`src/rtl/scan_decoder.sv`:
```
// scan_decoder: registered binary-to-N-line decoder with one-hot, thermometer,
// autonomous scan and hold modes. All outputs come straight from flops.
module scan_decoder #(
    parameter int unsigned IN_W    = 4,
    parameter int unsigned DWELL_W = 8,
    localparam int unsigned OUT_W  = 2 ** IN_W
) (
    input  logic               clk,
    input  logic               rst,
    input  logic               enable,
    input  logic [1:0]         mode,
    input  logic [IN_W-1:0]    binary_in,
    input  logic [IN_W-1:0]    scan_last,
    input  logic [DWELL_W-1:0] dwell,
    output logic [OUT_W-1:0]   decoder_out,
    output logic [IN_W-1:0]    index_out,
    output logic               valid,
    output logic               wrap
);

    typedef enum logic [1:0] {
        MODE_ONEHOT = 2'b00,
        MODE_THERM  = 2'b01,
        MODE_SCAN   = 2'b10,
        MODE_HOLD   = 2'b11
    } mode_e;

    mode_e              w_mode;
    mode_e              r_prev_mode;
    logic [OUT_W-1:0]   r_dec;
    logic [IN_W-1:0]    r_index;
    logic [DWELL_W-1:0] r_cnt;
    logic               r_valid;
    logic               r_wrap;

    logic [OUT_W-1:0]   w_dec_nxt;
    logic [IN_W-1:0]    w_index_nxt;
    logic [DWELL_W-1:0] w_cnt_nxt;
    logic               w_valid_nxt;
    logic               w_wrap_nxt;

    function automatic logic [OUT_W-1:0] f_onehot(input logic [IN_W-1:0] idx);
        return OUT_W'(1) << idx;
    endfunction

    // Lines 0..idx inclusive are set.
    function automatic logic [OUT_W-1:0] f_therm(input logic [IN_W-1:0] idx);
        logic [OUT_W-1:0] t;
        t = '0;
        for (int unsigned i = 0; i < OUT_W; i++) begin
            t[i] = (i <= 32'(idx));
        end
        return t;
    endfunction

    assign w_mode = mode_e'(mode);

    // Next-state and next-output selection; every target defaults to hold, wrap to 0.
    always_comb begin
        w_dec_nxt   = r_dec;
        w_index_nxt = r_index;
        w_cnt_nxt   = r_cnt;
        w_valid_nxt = r_valid;
        w_wrap_nxt  = 1'b0;

        if (!enable) begin
            // Blank the lines; index and dwell counter stay put so scan resumes.
            w_dec_nxt   = '0;
            w_valid_nxt = 1'b0;
        end else begin
            case (w_mode)
                MODE_ONEHOT: begin
                    w_index_nxt = binary_in;
                    w_dec_nxt   = f_onehot(binary_in);
                    w_valid_nxt = 1'b1;
                end
                MODE_THERM: begin
                    w_index_nxt = binary_in;
                    w_dec_nxt   = f_therm(binary_in);
                    w_valid_nxt = 1'b1;
                end
                MODE_SCAN: begin
                    if (r_prev_mode != MODE_SCAN) begin
                        w_index_nxt = '0;
                        w_cnt_nxt   = '0;
                    end else if (r_cnt >= dwell) begin
                        // >= so a dwell lowered below the count advances right away.
                        w_cnt_nxt = '0;
                        if (r_index >= scan_last) begin
                            w_index_nxt = '0;
                            w_wrap_nxt  = 1'b1;
                        end else begin
                            w_index_nxt = r_index + IN_W'(1);
                        end
                    end else begin
                        w_cnt_nxt = r_cnt + DWELL_W'(1);
                    end
                    w_dec_nxt   = f_onehot(w_index_nxt);
                    w_valid_nxt = 1'b1;
                end
                default: begin
                    // MODE_HOLD: everything frozen, wrap already forced low.
                end
            endcase
        end
    end

    // State and output registers with synchronous reset.
    always_ff @(posedge clk) begin
        if (rst) begin
            r_dec       <= '0;
            r_index     <= '0;
            r_cnt       <= '0;
            r_valid     <= 1'b0;
            r_wrap      <= 1'b0;
            r_prev_mode <= MODE_ONEHOT;
        end else begin
            r_dec       <= w_dec_nxt;
            r_index     <= w_index_nxt;
            r_cnt       <= w_cnt_nxt;
            r_valid     <= w_valid_nxt;
            r_wrap      <= w_wrap_nxt;
            r_prev_mode <= w_mode;
        end
    end

    assign decoder_out = r_dec;
    assign index_out   = r_index;
    assign valid       = r_valid;
    assign wrap        = r_wrap;

endmodule

```
`config.mk`:
```
export PLATFORM = sky130hd
export DESIGN_NAME = scan_decoder
export DESIGN_NICKNAME = d
export VERILOG_FILES = /design/src/rtl/scan_decoder.sv
export SDC_FILE = /design/constraint.sdc
export NUM_CORES = 1
export LEC_CHECK = 0
export CORE_ASPECT_RATIO = 0.9
export CORE_MARGIN = 2
export CORE_UTILIZATION = 46
export DETAILED_ROUTE_END_ITERATION = 7
export PLACE_DENSITY = 0.78
export SLEW_MARGIN = 20
export SYNTH_ARGS = -nofsm -noshare
export SYNTH_HDL_FRONTEND = slang
export SYNTH_SLANG_ARGS = --single-unit
```
`constraint.sdc`:
```
create_clock -name clk -period 2.8 [get_ports clk]
set_input_delay 0.42 -clock clk [delete_from_list [all_inputs] [get_ports clk]]
set_output_delay 0.42 -clock clk [all_outputs]
set_load 0.02 [all_outputs]
```
==> flow_summary.yaml, run 1 <==
grt:
  antenna_found_initial: 0
  grt_pass1_wl_mm: 8.65
  grt_pass1_vias: 1783
  overflow: 0
  grt_max_degree: 19
  grt.total_usage: 0.233
synthesis:
  synth-main-ff-cell: "dfxtp_1"
  synth-seq-area-share: 0.317
  synth_edf_count: 0
  synth_seq_cells: 32
  synth_cell_types: 58
  async_flop_share: 0
  syn_area_sq_um: 2020
  ys_warn_count: 0
  syn_inst: 230
  syn-num-nets: 265
  syn_avg_cell_area_sq_um: 8.79
min_path:
  holdPathStages: 2
  hold_path_class: "reg -> reg"
  worstHoldStart: "valid$_SDFFE_PP0N_"
  hold_end: "valid$_SDFFE_PP0N_"
drt:
  drt_wl_total_mm: 5.28
  vias: 1967
  drtAntennaViolNets: 0
  drt_iter0_markers: 152
  drc: 0
  viasPerCell: 5.70
  drt_pre_antenna_iters: 5
  avgRoutedWirePerCell_um: 15.3
clock_tree:
  cts-root-buf: "clkbuf_8"
  insertion_delay_ns: 0.29
  cts_num_sinks: 32
  path_clk_slew_ns: 0.06
  ctsHtreeMaxLevel: 2
  ctsHoldBuffers: 0
  cts_buffer_depth: 2
  cts_tree: "done"
  cts_buffers: 5
finish:
  layout-drive-gt1-share: 0.151
  diodes: 0
  final_common_cell: "clkdlybuf4s50_1"
  syn2layout_area_growth_pct: 32.4
  layout.nets: 319
  layout_common_cells: "clkdlybuf4s50_1, dfxtp_1, nor2_1, o21ai_0, buf_4"
sta:
  fin_ws_ns: 0.105
  period_needed_ns: 2.70
  rsz0062_at_grt: "true"
  slew_violations: 0
  holdWs_ns: 0.481
  finClkSkew_ns: 0.00421
  fin_crit_sh: 0.963
  setup_viol: 0
  worst_pin_slew_ns: 0.488
  maxSlewHeadroom: 0.674
  max_freq_mhz: 371
  hold_viol: 0
power_and_ir_drop:
  ir_drop_mv: 0.248
  finalPower_mw: 1.09
  powerDensity_nw_per_um2: 408
  p_leak_nw: 1.07
critical_path:
  crit_buf_inv: 3
  reg2reg_from: "index_out[0]$_SDFFE_PP0P_"
  cp_data_required_time_ns: 3.01
  r2r_cells: 10
  worstSetupEndpointType: "register"
  crit_arrival_ns: 2.91
  slowest_stage: "clkdlybuf4s50_1"
  rrSetupSlack_ns: 0.33
  path_delay_family: "compound AO/OA/AOI/OAI gates"
  critPathKind: "in -> reg"
  r2r-end: "decoder_out[3]$_SDFFE_PP0N_"
  cpPeakStageDelay_ns: 0.45
  cp_cell_sequence: "clkdlybuf4s50_1, inv_1, ha_1, a21o_1, a2111oi_1, o21ai_1, o311ai_4, buf_4, nand2_2, or3_1, o22ai_2"
  critPathLaunchType: "primary input"
  cp_max_fo: 5
status:
  status: "finished clean"
placement:
  pre_cts_ws_ns: -0.250
  gp_congestion: 0.865
  dp_hpwl_mm: 3.91
  io_buffer_count: 42
floorplanning:
  io_pins: 43
  initial_utilization: 0.486
  die_w_um: 73.9
  coreArea_sq_um: 4160
  rows: 22
  die_h_um: 66.9
  die_area_sq_um: 4940
job:
  cap_violations: 0
[tightest hold or removal path, cell delays in order, from the launching register on]
cell and delay [ns]:
dfxtp_1 0.33, nor2_1 0.05, nor2_1 0.07
[how the worst max path moves through the flow]
stage	from	endpoint	slack [ns]	cells after the start
3_3_place_gp	dwell[5]	decoder_out[11]$_SDFFE_PP0N_	-0.20	11
3_5_place_dp	dwell[5]	decoder_out[3]$_SDFFE_PP0N_	-0.25	11
5_1_grt	dwell[2]	decoder_out[0]$_SDFFE_PP0N_	-0.009	10
6_report	dwell[5]	decoder_out[3]$_SDFFE_PP0N_	0.10	11
2_1_floorplan	index_out[0]$_SDFFE_PP0P_	decoder_out[5]$_SDFFE_PP0N_	0.25	9
4_1_cts	dwell[5]	decoder_out[3]$_SDFFE_PP0N_	0.03	11
[layer usage]
layer / global-route usage / share of wire / vias up
met5: 0 / 0 / -
met1: 0.323 / 0.46 / 918
met4: 0.105 / 0.017 / 0
li1: - / - / 959
met2: 0.340 / 0.45 / 81
met3: 0.0514 / 0.074 / 9
[kinds of logic after synthesis]
family                   after synthesis  synth area share
multiplexers                           3            0.0149
buffers and inverters                 26            0.0538
adder cells (fa/ha/maj)               14            0.0866
AND/OR/NAND/NOR                       77             0.223
flip-flops                            32             0.317
XOR/XNOR                               6            0.0260
AO/OA/AOI/OAI                         72             0.279
[synth_stat cells (3+ instances only)]
cell type   n  area (sq um)
a211o_1     4          35.0
a211oi_1    4          30.0
a21oi_1     8          40.0
and2_1      3          18.8
and3_1      4          25.0
clkbuf_1    8          30.0
dfxtp_1    32           641
ha_1       14           175
inv_1      14          52.6
mux2i_1     3          30.0
nand2_1    12          45.0
nand2b_1    5          31.3
nand2b_4    3          41.3
nand3_1     4          20.0
nand4_1     4          25.0
nor2_1     20          75.1
o21a_1      3          22.5
o21ai_0    19          95.1
o22ai_1     7          43.8
o22ai_2     3          37.5
or3_1       9          56.3
xor2_1      5          43.8
[power breakdown]
group / switching, mW / internal, mW
Sequential: 0.0141 / 0.470
Combinational: 0.126 / 0.115
Clock: 0.168 / 0.200
Total: 0.308 / 0.785
[state kept, by name (all words and copies together) (netlist names)]
name and count:
decoder_out 16, index_out 4, r_cnt 8, r_prev_mode 2, valid 1, wrap 1
[cell type report]
cell class,instances,area [sq um]
clock buffers,8,90.1
fillers,344,1480
inverters,15,56.3
multi-input cells,172,1270
flip-flops and latches,32,641
well taps,60,75.1
repair buffers,58,541
[repair_timing]
action                                  in CTS  in global routing
buffers inserted                             0                  0
resized for setup                            0                  3
endpoints found under the hold margin        0                  0
endpoints found under the setup margin       0                 16
[through the flow]
step                instance area (sq um)  utilization  std cells  TNS [ns]
floorplan                            2020            -        230         0
global placement                     2580        0.622        337     -2.17
detailed placement                   2580        0.622        337     -3.34
CTS                                  2680        0.644        345         0
global route                         2680        0.644        345  -0.00868
finish                               2680        0.644        345         0
No activity file was read; power rests on OpenSTA's default activity.
==> inputs of run 2 (changes only) <==
--- a/config.mk
+++ b/config.mk
@@ -12,3 +12,2 @@
 export PLACE_DENSITY = 0.78
-export SLEW_MARGIN = 20
 export SYNTH_ARGS = -nofsm -noshare
==> constraint.sdc (replaced) <==
create_clock -name clk -period 2.8 [get_ports clk]
set_input_delay 0.56 -clock clk [delete_from_list [all_inputs] [get_ports clk]]
set_output_delay 0.56 -clock clk [all_outputs]
set_load 0.02 [all_outputs]
==> flow_summary.yaml, run 2 (same netlist as run 1, synthesis figures left out) <==
status:
  status: "complete, but fails checks"
  violations: "setup timing"
finish:
  syn2layout_area_growth_pct: 48.1
  layout.nets: 327
  diodes: 0
  fin_util: 0.720
  layout-drive-gt1-share: 0.246
  n_fill_cell: 301
  final_common_cell: "clkdlybuf4s50_1"
  layout_common_cells: "clkdlybuf4s50_1, dfxtp_1, buf_4, nor2_1, o21ai_0"
  largest_register_ffs: 16
placement:
  pre_cts_ws_ns: -0.359
  dp_hpwl_mm: 3.72
  io_buffer_count: 42
  gp_congestion: 0.843
power_and_ir_drop:
  seqPwrFrac: 0.385
  intPower_uw: 918
  comb_power_share: 0.222
  ir_drop_mv: 0.245
  clkPwrFrac: 0.393
  p_sw_frac: 0.270
  switching_power_uw: 339
  powerDensity_nw_per_um2: 420
  p_leak_nw: 1.19
sta:
  finClkSkew_ns: 0.00395
  setup_viol: 1
  period_needed_ns: 2.81
  worst_pin_slew_ns: 0.461
  slew_violations: 0
  holdWs_ns: 0.468
  tns_ns: -0.0149
  fin_crit_sh: 1.01
  max_freq_mhz: 355
  fin_ws_ns: -0.0149
  maxSlewHeadroom: 0.692
  hold_viol: 0
clock_tree:
  cts-root-buf: "clkbuf_8"
  path_clk_slew_ns: 0.07
  insertion_delay_ns: 0.29
  cts_buffers: 5
  ctsHtreeMaxLevel: 2
  cts_num_sinks: 32
  cts_tree: "done"
  cts_buffer_depth: 2
  ctsHoldBuffers: 0
drt:
  drtAntennaViolNets: 0
  drc: 0
  vias: 2082
  drt_iter0_markers: 204
  drt_wl_total_mm: 5.88
  avgRoutedWirePerCell_um: 16.7
  viasPerCell: 5.90
  drt_pre_antenna_iters: 8
grt:
  use_met3: 0.0499
  use_met1: 0.297
  antenna_found_initial: 0
  grt_pass1_vias: 1831
  overflow: 0
  grt_max_degree: 19
  grt_pass1_wl_mm: 8.25
  grt_util_met2: 0.340
  grt.total_usage: 0.218
  grt_busiest_layer: "met2"
critical_path:
  crit_arrival_ns: 3.02
  cp_max_fo: 8
  cp_cell_sequence: "clkdlybuf4s50_1, inv_1, ha_4, a21o_1, a211oi_2, o21a_4, o311ai_4, buf_6, nand2_2, or3_1, o22ai_1"
  critPathKind: "in -> reg"
  r2r-end: "decoder_out[11]$_SDFFE_PP0N_"
  slowest_stage: "clkdlybuf4s50_1"
  cp_data_required_time_ns: 3.01
  rrSetupSlack_ns: 0.30
  cpPeakStageDelay_ns: 0.46
  critPathLaunchType: "primary input"
  r2r_cells: 10
  worstSetupEndpointType: "register"
  reg2reg_from: "r_cnt[0]$_SDFFE_PP0P_"
floorplanning:
  die_h_um: 66.9
  io_pins: 43
  rows: 22
  initial_utilization: 0.486
  coreArea_sq_um: 4160
  die_w_um: 73.9
  die_area_sq_um: 4940
min_path:
  hold_end: "valid$_SDFFE_PP0N_"
  worstHoldStart: "valid$_SDFFE_PP0N_"
  holdPathStages: 2
  hold_path_class: "reg -> reg"
job:
  cap_violations: 0
==> run 2: cell types whose count changed in the layout (fill, tap and decap cells not counted), sizes merged <==
| cell | before | now |
|---|---|---|
| clkdlybuf4s50 | 42 | 39 |
| dlymetal6s2s | 0 | 3 |
| clkbuf | 8 | 7 |
| bufinv | 0 | 1 |
| buf | 16 | 24 |
==> run 2: worst max-delay path, delay by kind of cell <==
kind	cells	cell delay [ns]
fa+ha+maj	1	0.28
simple gates	2	0.48
buf+inv	3	0.72
compound gates	5	0.98
==> run 2: worst max path at each step <==
stage	start	end	slack, ns	depth (start not counted)
after floorplan	index_out[0]$_SDFFE_PP0P_	decoder_out[5]$_SDFFE_PP0N_	0.25	9
after global placement	dwell[5]	decoder_out[11]$_SDFFE_PP0N_	-0.34	11
after detailed placement	dwell[2]	decoder_out[5]$_SDFFE_PP0N_	-0.36	10
after CTS	dwell[5]	decoder_out[11]$_SDFFE_PP0N_	0.01	11
after global routing	dwell[5]	decoder_out[2]$_SDFFE_PP0N_	-0.04	12
final	dwell[5]	decoder_out[11]$_SDFFE_PP0N_	-0.01	11
==> run 2: what timing repair did <==
item | 4_1_cts | 5_1_grt
gates resized for setup | 3 | 33
gates cloned | 0 | 0
endpoints found under the hold margin | 0 | 0
setup endpoints to repair | 15 | 17
pin swaps | 0 | 24
buffers inserted | 0 | 5
==> run 2: layer usage <==
metal  wire [um]  part of all wire
met1        2620              0.45
met4         142             0.024
met3         479             0.081
met2        2640              0.45
met5           0                 0
==> run 2: through the flow <==
stage	power, mW	instance area, sq um	instances
2_1_floorplan	0.632	2020	230
5_1_grt	1.30	2990	353
4_1_cts	1.22	2740	348
6_report	1.26	2990	353
3_5_place_dp	0.734	2610	340
3_3_place_gp	0.732	2610	340
==> run 2: cell type report <==
| class | count | area, sq um | share of cell area |
|---|---|---|---|
| Clock buffer | 7 | 96.3 | 0.0322 |
| Clock inverter | 1 | 30.0 | 0.0100 |
| Inverter | 15 | 56.3 | 0.0188 |
| Multi-Input combinational cell | 172 | 1480 | 0.493 |
| Sequential cell | 32 | 641 | 0.214 |
| Tap cell | 60 | 75.1 | 0.0251 |
| Timing Repair Buffer | 66 | 619 | 0.207 |
==> run 2: power by group through the flow <==
stage	Sequential [mW]	Clock [mW]	Combinational [mW]
floorplan	0.508	0	0.124
global placement	0.494	0	0.238
detailed placement	0.494	0	0.240
global route	0.486	0.514	0.298
finish	0.484	0.494	0.279
CTS	0.484	0.496	0.243
